[config.mk]
export PLATFORM = sky130hd
export DESIGN_NAME = id_exe_hazard_ctrl
export DESIGN_NICKNAME = d
export VERILOG_FILES = /design/src/rtl/id_exe_hazard_ctrl_pkg.sv /design/src/rtl/id_exe_hazard_ctrl_fwd_select.sv /design/src/rtl/id_exe_hazard_ctrl.sv
export SDC_FILE = /design/constraint.sdc
export NUM_CORES = 1
export LEC_CHECK = 0
export BUFFER_PORTS_ARGS = -buffer_cell sky130_fd_sc_hd__clkbuf_2
export CAP_MARGIN = 10
export CORE_MARGIN = 2
export CORE_UTILIZATION = 30
export DETAILED_ROUTE_END_ITERATION = 8
export HOLD_SLACK_MARGIN = 0.03
export PLACE_DENSITY = 0.53
export SLEW_MARGIN = 40
export SYNTH_ARGS = -nofsm -noshare
export SYNTH_HDL_FRONTEND = slang
export SYNTH_SLANG_ARGS = --single-unit
[constraint.sdc]
create_clock -name clk -period 7.73 [get_ports clk]
set_input_delay 2.319 -clock clk [delete_from_list [all_inputs] [get_ports clk]]
set_output_delay 2.319 -clock clk [all_outputs]
set_load 0.01 [all_outputs]
[src/rtl/id_exe_hazard_ctrl_pkg.sv]
// Shared constants for the ID/EXE hazard controller: operand selects,
// FSM encoding and the register address width.
package id_exe_hazard_ctrl_pkg;

    localparam int unsigned REG_AW = 5;
    localparam int unsigned SEL_W  = 2;
    localparam int unsigned CNT_W  = 2;

    localparam logic [SEL_W-1:0] SEL_RF  = 2'b00;
    localparam logic [SEL_W-1:0] SEL_EXE = 2'b01;
    localparam logic [SEL_W-1:0] SEL_MEM = 2'b10;
    localparam logic [SEL_W-1:0] SEL_IMM = 2'b11;

    typedef enum logic [1:0] {
        ST_RUN     = 2'd0,
        ST_LDSTALL = 2'd1,
        ST_FLUSH   = 2'd2
    } state_t;

endpackage

[src/rtl/id_exe_hazard_ctrl_fwd_select.sv]
// Operand source comparator: picks immediate, EXE forward, MEM forward or
// register file for one ALU operand. EXE wins over MEM; r0 never forwards.
module id_exe_hazard_ctrl_fwd_select
    import id_exe_hazard_ctrl_pkg::*;
#(
    parameter int unsigned AW = 5
) (
    input  logic [AW-1:0]    src,
    input  logic             use_src,
    input  logic             use_imm,
    input  logic [AW-1:0]    ex_rd,
    input  logic             ex_wreg,
    input  logic [AW-1:0]    mem_rd,
    input  logic             mem_wreg,
    output logic [SEL_W-1:0] sel
);

    logic src_live;

    assign src_live = use_src & (src != '0);

    // Priority select: immediate, then youngest producer, then register file
    always_comb begin
        sel = SEL_RF;
        if (use_imm) begin
            sel = SEL_IMM;
        end else if (src_live & ex_wreg & (ex_rd == src)) begin
            sel = SEL_EXE;
        end else if (src_live & mem_wreg & (mem_rd == src)) begin
            sel = SEL_MEM;
        end
    end

endmodule

[src/rtl/id_exe_hazard_ctrl.sv]
// ID/EXE pipeline sequencer: bubble insertion, forwarding selects and
// front-end stall/flush for load-use hazards, taken branches and fetch stalls.
// Tracks EXE/MEM destinations locally so only the branch outcome feeds back.
module id_exe_hazard_ctrl
    import id_exe_hazard_ctrl_pkg::*;
#(
    parameter int unsigned REG_AW       = id_exe_hazard_ctrl_pkg::REG_AW,
    parameter int unsigned FLUSH_CYCLES = 1
) (
    input  logic              clk,
    input  logic              clrn,
    input  logic [REG_AW-1:0] id_rs,
    input  logic [REG_AW-1:0] id_rt,
    input  logic              id_use_rs,
    input  logic              id_use_rt,
    input  logic              id_use_imm,
    input  logic [REG_AW-1:0] id_rd,
    input  logic              id_wreg,
    input  logic              id_m2reg,
    input  logic              id_wmem,
    input  logic              id_wz,
    input  logic              exe_branch_taken,
    input  logic              ext_stall,
    output logic              pc_en,
    output logic              if_id_en,
    output logic              if_id_flush,
    output logic              id_exe_write_en,
    output logic              ctl_wreg,
    output logic              ctl_wmem,
    output logic              ctl_wz,
    output logic              ctl_m2reg,
    output logic [1:0]        a_ctrl,
    output logic [1:0]        b_ctrl,
    output logic [1:0]        state_o
);

    localparam logic [CNT_W-1:0] CNT_RELOAD = CNT_W'(FLUSH_CYCLES - 1);

    state_t            state;
    state_t            state_nx;
    logic [CNT_W-1:0]  cnt;
    logic [CNT_W-1:0]  cnt_nx;

    // Shadow of the destination info now in EXE and MEM. The MEM load flag
    // is not kept: MEM forwarding already covers load data.
    logic [REG_AW-1:0] sh_ex_rd;
    logic              sh_ex_wreg;
    logic              sh_ex_m2reg;
    logic [REG_AW-1:0] sh_mem_rd;
    logic              sh_mem_wreg;

    logic              load_use;
    logic              run_hazard;
    logic              bubble;
    logic [SEL_W-1:0]  sel_a;
    logic [SEL_W-1:0]  sel_b;

    id_exe_hazard_ctrl_fwd_select #(.AW(REG_AW)) u_fwd_a (
        .src      (id_rs),
        .use_src  (id_use_rs),
        .use_imm  (1'b0),
        .ex_rd    (sh_ex_rd),
        .ex_wreg  (sh_ex_wreg),
        .mem_rd   (sh_mem_rd),
        .mem_wreg (sh_mem_wreg),
        .sel      (sel_a)
    );

    id_exe_hazard_ctrl_fwd_select #(.AW(REG_AW)) u_fwd_b (
        .src      (id_rt),
        .use_src  (id_use_rt),
        .use_imm  (id_use_imm),
        .ex_rd    (sh_ex_rd),
        .ex_wreg  (sh_ex_wreg),
        .mem_rd   (sh_mem_rd),
        .mem_wreg (sh_mem_wreg),
        .sel      (sel_b)
    );

    // Load in EXE whose result the ID instruction needs next cycle
    always_comb begin
        load_use = sh_ex_m2reg & sh_ex_wreg & (sh_ex_rd != '0) &
                   ((id_use_rs & (sh_ex_rd == id_rs)) |
                    (id_use_rt & (sh_ex_rd == id_rt)));
        run_hazard = (state == ST_RUN) & load_use;
        bubble     = ~clrn | run_hazard | (state == ST_FLUSH) |
                     ext_stall | exe_branch_taken;
    end

    // FSM state and flush counter register
    always_ff @(posedge clk or negedge clrn) begin
        if (!clrn) begin
            state <= ST_RUN;
            cnt   <= '0;
        end else begin
            state <= state_nx;
            cnt   <= cnt_nx;
        end
    end

    // Next-state logic; a taken branch overrides every other transition
    always_comb begin
        state_nx = state;
        cnt_nx   = cnt;
        case (state)
            ST_RUN: begin
                if (exe_branch_taken) begin
                    state_nx = ST_FLUSH;
                    cnt_nx   = CNT_RELOAD;
                end else if (load_use) begin
                    state_nx = ST_LDSTALL;
                end
            end
            ST_LDSTALL: begin
                if (exe_branch_taken) begin
                    state_nx = ST_FLUSH;
                    cnt_nx   = CNT_RELOAD;
                end else if (!ext_stall) begin
                    state_nx = ST_RUN;
                end
            end
            ST_FLUSH: begin
                if (exe_branch_taken) begin
                    cnt_nx = CNT_RELOAD;
                end else if (cnt == '0) begin
                    state_nx = ST_RUN;
                end else begin
                    cnt_nx = cnt - CNT_W'(1);
                end
            end
            default: begin
                state_nx = ST_RUN;
                cnt_nx   = '0;
            end
        endcase
    end

    // Front-end controls, gated ID/EXE control fields and operand selects
    always_comb begin
        pc_en           = ~clrn | ~(ext_stall | (run_hazard & ~exe_branch_taken));
        if_id_en        = pc_en;
        if_id_flush     = clrn & (exe_branch_taken | (state == ST_FLUSH));
        id_exe_write_en = 1'b1;
        ctl_wreg        = id_wreg  & ~bubble;
        ctl_wmem        = id_wmem  & ~bubble;
        ctl_wz          = id_wz    & ~bubble;
        ctl_m2reg       = id_m2reg & ~bubble;
        a_ctrl          = bubble ? SEL_RF : sel_a;
        b_ctrl          = bubble ? SEL_RF : sel_b;
        state_o         = state;
    end

    // Shadow pipeline: whatever enters ID/EXE this cycle is in EXE next cycle
    always_ff @(posedge clk or negedge clrn) begin
        if (!clrn) begin
            sh_ex_rd    <= '0;
            sh_ex_wreg  <= 1'b0;
            sh_ex_m2reg <= 1'b0;
            sh_mem_rd   <= '0;
            sh_mem_wreg <= 1'b0;
        end else begin
            sh_mem_rd   <= sh_ex_rd;
            sh_mem_wreg <= sh_ex_wreg;
            sh_ex_rd    <= id_rd;
            sh_ex_wreg  <= ctl_wreg;
            sh_ex_m2reg <= ctl_m2reg;
        end
    end

endmodule

# Word level (Yosys, flattened, before mapping)
# Cells that the tools add are included.
dict set report word_totals {
  elab_cells 80
  output_inout_bits 14
  ff_bits 17
  inputBits 26
}
dict set report op_classes {
  bitwise_logic 34
  eq_ne 12
  reduce_logical 8
  n_mux 18
  n_addsub 1
}
# op n
set op_table {}
lappend op_table {{two-way mux 2 bit} 16}
lappend op_table {{bitwise AND 1 bit} 22}
lappend op_table {{== test 5 bit} 4}
lappend op_table {{nonzero test 5 bit} 3}
lappend op_table {{inequality test 3 bit (second input constant)} 3}
lappend op_table {{OR 1 bit} 8}
lappend op_table {{one-hot mux 2 bit (3 select lines)} 1}
lappend op_table {{logical NOT 2 bit} 2}
lappend op_table {{inequality test 2 x 1 -> 1 bit (second input constant)} 2}
lappend op_table {{NOT 1 bit} 4}
lappend op_table {{one-hot mux 2 bit (2 select lines)} 1}
lappend op_table {{AND reduction 4 bit} 1}
lappend op_table {{== test 2 x 1 -> 1 bit (second input constant)} 1}
lappend op_table {{== test 2 bit (second input constant)} 1}
lappend op_table {{inequality test 2 bit (second input constant)} 1}
lappend op_table {{AND reduction 2 bit} 1}
lappend op_table {{OR reduction 2 bit} 1}
lappend op_table {{subtractor 2 x 1 -> 2 bit (second input constant)} 1}

# Logic depth before layout (Yosys ltp)
dict set report depth {
  word_depth 11
  depth_mapped 7
}

# Modules after synthesis
# A second synthesis with hierarchy kept.
dict set report hier_totals {
  cells_unflattened 120
  area_unflattened_um2 1142.3
}
# mod instances cells_each area_each_um2
set by_module_without_submodules {}
lappend by_module_without_submodules {id_exe_hazard_ctrl 1 80 837.1}
lappend by_module_without_submodules {id_exe_hazard_ctrl_fwd_select 2 20 152.6}

# Worst setup path after synthesis
# Ideal clock, no wire load.
dict set report synth_timing {
  path_kind {input -> output}
  start {input port id_rt[0]}
  end {output port pc_en}
  t_required_ns 5.411
  arrival_time_ns 3.440
  setup_slack_ns 1.971
  path_stages 6
  path_cell_list {xor2_1 > nor4_4 > a22oi_2 > nor3_1 > o21ai_0 > buf_4}
}
dict set report synth_between {
  elab_chain_cells 9
}
# item line
set synth_rtl {}
lappend synth_rtl {{from (decl)} id_exe_hazard_ctrl.sv:13} ;# input logic [REG_AW-1:0] id_rt,
lappend synth_rtl {{== test 5 bit} id_exe_hazard_ctrl.sv:84} ;# (id_use_rt & (sh_ex_rd == id_rt)));
lappend synth_rtl {{bitwise AND 1 bit} id_exe_hazard_ctrl.sv:84}
lappend synth_rtl {{OR 1 bit} id_exe_hazard_ctrl.sv:83} ;# ((id_use_rs & (sh_ex_rd == id_rs)) |
lappend synth_rtl {{bitwise AND 1 bit} id_exe_hazard_ctrl.sv:82} ;# load_use = sh_ex_m2reg & sh_ex_wreg & (sh_ex_rd != '0) &
lappend synth_rtl {{bitwise AND 1 bit} id_exe_hazard_ctrl.sv:85} ;# run_hazard = (state == ST_RUN) & load_use;
lappend synth_rtl {{bitwise AND 1 bit} id_exe_hazard_ctrl.sv:140} ;# pc_en = ~clrn | ~(ext_stall | (run_hazard & ~exe_branch_taken));
lappend synth_rtl {{OR 1 bit} id_exe_hazard_ctrl.sv:140}
lappend synth_rtl {{NOT 1 bit} id_exe_hazard_ctrl.sv:140}
lappend synth_rtl {{OR 1 bit} id_exe_hazard_ctrl.sv:140}
lappend synth_rtl {{to (decl)} id_exe_hazard_ctrl.sv:24} ;# output logic pc_en,
# No other way between the ends.

# Worst setup path in the final report
dict set report layout_timing {
  start {input port id_rt[4]}
  end {output port ctl_m2reg}
}
dict set report layout_between {
  elab_chain_cells 11
}
# item line
set layout_rtl {}
lappend layout_rtl {{== test 5 bit} id_exe_hazard_ctrl.sv:84}
lappend layout_rtl {{bitwise AND 1 bit} id_exe_hazard_ctrl.sv:84}
lappend layout_rtl {{OR 1 bit} id_exe_hazard_ctrl.sv:83}
lappend layout_rtl {{bitwise AND 1 bit} id_exe_hazard_ctrl.sv:82}
lappend layout_rtl {{bitwise AND 1 bit} id_exe_hazard_ctrl.sv:85}
lappend layout_rtl {{OR 1 bit (3 in series)} id_exe_hazard_ctrl.sv:86} ;# bubble = ~clrn | run_hazard | (state == ST_FLUSH) |
lappend layout_rtl {{OR 1 bit} id_exe_hazard_ctrl.sv:87} ;# ext_stall | exe_branch_taken;
lappend layout_rtl {{NOT 1 bit} id_exe_hazard_ctrl.sv:147} ;# ctl_m2reg = id_m2reg & ~bubble;
lappend layout_rtl {{bitwise AND 1 bit} id_exe_hazard_ctrl.sv:147}
lappend layout_rtl {{to (decl)} id_exe_hazard_ctrl.sv:31} ;# output logic ctl_m2reg,
# No other way between the ends.

==> impl_metrics.env <==
export IMPL_outcome="finished, final reports clean"
export IMPL_clock_sinks=17
export IMPL_wl_um=2350
export IMPL_hpwl_um=1920
export IMPL_viasPerCell=4.55
export IMPL_drv_cap=0
export IMPL_final_common_cell="clkbuf_2"
export IMPL_wl_met1_um=1070
export IMPL_syn_area_um2=981
export IMPL_finalSetupViolCount=0
export IMPL_tns_ps=0
export IMPL_postRouteAntennaNets=0
export IMPL_die_h_um=61.2
export IMPL_grt_start_max_net_pins=21
export IMPL_initial_core_util_pct=31.9
export IMPL_grt_setup_unrepaired="false"
export IMPL_drtIter0Drc=25
export IMPL_grt_use_total_pct=14.1
export IMPL_wl_met2_um=1090
export IMPL_met3WireLength_um=143
export IMPL_syn_area_per_cell_um2=10.5
export IMPL_core_area_um2=3080
export IMPL_dr_pass1_iters=4
export IMPL_synthSimpleGateAreaFrac_pct=20.8
export IMPL_multi_input_area_um2=522
export IMPL_die_area_um2=3740
export IMPL_cts_root_buf="clkbuf_4"
export IMPL_wl_per_cell_um=13.3
export IMPL_grt_pass1_wl_um=3760
export IMPL_clk_path_buf_depth=2
export IMPL_ctsHoldBuffers=0
export IMPL_yosysSeqAreaShare_pct=43.4
export IMPL_p_leak_nw=0.570
export IMPL_grt_ovfl_total=0
export IMPL_die_x_um=61.2
export IMPL_skew_ps=0.534
export IMPL_final_util_pct=40.2
export IMPL_worst_path_max_fanout=5
export IMPL_crit_type="input port to output pin"
export IMPL_peakVddDrop_v=0.0000877
export IMPL_fillers=311
export IMPL_top_layer="met4"
export IMPL_synth_adder_area_share_pct=1.28
export IMPL_hold_viol_final=0
export IMPL_first_global_vias=807
export IMPL_async_flop_share_pct=100
export IMPL_post_synth_xor_area_fraction_pct=17.9
export IMPL_critPathMaxStageDelay_ps=320
export IMPL_fin_crit_ps=5970
export IMPL_synth_compound_area_share_pct=12.9
export IMPL_critPathCaptureType="output pin"
export IMPL_cts_resized=0
export IMPL_worstSetupStartpoint="id_rt[4]"
export IMPL_antenna_diode_count=0
export IMPL_fmax_mhz=168
export IMPL_nets=161
export IMPL_antenna_found_initial=0
export IMPL_synth_edff_count=0
export IMPL_clk_insertion_delay_late_ps=290
export IMPL_yosys_warnings=0
export IMPL_place_congestion=0.782
export IMPL_area_sequential_um2=425
export IMPL_rows=20
export IMPL_synth_flop_cell="dfrtp_1"
export IMPL_cp_required_ps=5410
export IMPL_critPathSlowestCell="nor4_4"
export IMPL_hold_path_class="register to register"
export IMPL_worstPathCellList="clkbuf_2 > xor2_1 > nor4_4 > a22oi_2 > o21a_2 > and2_1 > clkbuf_2"
export IMPL_cts_buffers=3
export IMPL_ys_types=32
export IMPL_vias=806
export IMPL_htreeDepth=1
export IMPL_critical_path_arrival_ps=3650
export IMPL_synth_top_family_by_area="simple AND/OR/NAND/NOR gates"
export IMPL_final_cell_mix="clkbuf_2, dfrtp_1, xor2_1"
export IMPL_synthCells=93
export IMPL_slew_violations=0
export IMPL_cts_tree="done"
export IMPL_layout_drive_gt1_share_pct=35.3
export IMPL_crit_top_cell="clkbuf_2"
export IMPL_power_density_nw_per_um2=182
export IMPL_min_period_over_period_pct=77.2
export IMPL_r2r_start="sh_ex_rd[1]"
export IMPL_io_pins=40
export IMPL_cts_setup_buffers=0
export IMPL_areaGrowthSynthToFinish_pct=26.1
export IMPL_path_clk_slew_ps=100
export IMPL_ys_seq_elements=17
export IMPL_start_kind="input port"
export IMPL_holdCritStartpoint="sh_ex_rd[0]"
export IMPL_drc=0
export IMPL_muxShareOfSynthArea_pct=0
export IMPL_syn_nets=120
export IMPL_portBuffers=38
==> worst paths after layout <==
| path | end | slack [ps] | depth (start not counted) |
|---|---|---|---|
| worst max register to register | sh_ex_m2reg | 6040 | 5 |
| worst max-delay path | ctl_m2reg | 1760 | 7 |
| worst min-delay path | sh_mem_rd[0] | 490 | 0 |
| max in group asynchronous | cnt[1] | 5440 | 1 |
| min in group asynchronous | sh_ex_rd[1] | 1970 | 1 |
| worst min register to register | sh_mem_rd[0] | 490 | 0 |
==> flip-flops by register name, indices dropped and copies added, names as in the netlist <==
signal       count
sh_ex_m2reg      1
cnt              2
sh_ex_rd         5
sh_mem_wreg      1
sh_mem_rd        5
sh_ex_wreg       1
state_o          2
==> cells by family (layout without fill, tap and decap cells) <==
| kind of cell | after synthesis | in the layout |
|---|---|---|
| buffers and inverters | 7 | 47 |
| flip-flops | 17 | 17 |
| AO/OA/AOI/OAI | 17 | 17 |
| other | 1 | 1 |
| adder cells (fa/ha/maj) | 1 | 1 |
| AND/OR/NAND/NOR | 30 | 30 |
| XOR/XNOR | 20 | 20 |
==> where the power goes <==
| part | leakage [nW] | total (mW) | switching [mW] | internal [mW] |
|---|---|---|---|---|
| Combinational | 0.344 | 0.0670 | 0.0345 | 0.0324 |
| Clock | 0.0150 | 0.0487 | 0.0286 | 0.0201 |
| Sequential | 0.211 | 0.109 | 0.0112 | 0.0981 |
==> through the flow <==
step	cell area, um2	hold slack [ps]	setup slack [ps]	std cells	total power [mW]
finish	1240	487	1760	177	0.225
global route	1240	508	1630	177	0.242
CTS	1240	492	1750	177	0.229
detailed placement	1210	468	1750	173	0.179
global placement	1210	466	1790	173	0.175
floorplan	981	413	1970	93	0.155
==> synth_stat cells, types with 3 or more instances <==
library cell,instances,area (um2)
xnor2_1,6,52.6
inv_1,5,18.8
and2_1,4,25.0
xor2_1,14,123
nor3_1,3,15.0
nor2_1,7,26.3
dfrtp_1,17,425
a211oi_1,3,22.5
==> layout make-up <==
| type | instances | area share [%] |
|---|---|---|
| sequential | 17 | 34.4 |
| timing repair buffer | 38 | 15.4 |
| tap | 44 | 4.45 |
| clock buffer | 4 | 2.12 |
| inverter | 5 | 1.52 |
| multi-input combinational | 69 | 42.2 |
==> worst max-delay path, delay by kind of cell <==
family          cells  cell delay [ps]
simple gates        2              490
xor+xnor            1              190
compound gates      2              410
buf+inv             2              250
==> routing by layer <==
layer  up-vias  track usage, %
li1        403               -
met5         -               0
met2        24            21.9
met4         0            7.45
met3         4            2.94
met1       375            18.6
Power figures use the tool's default switching activity.
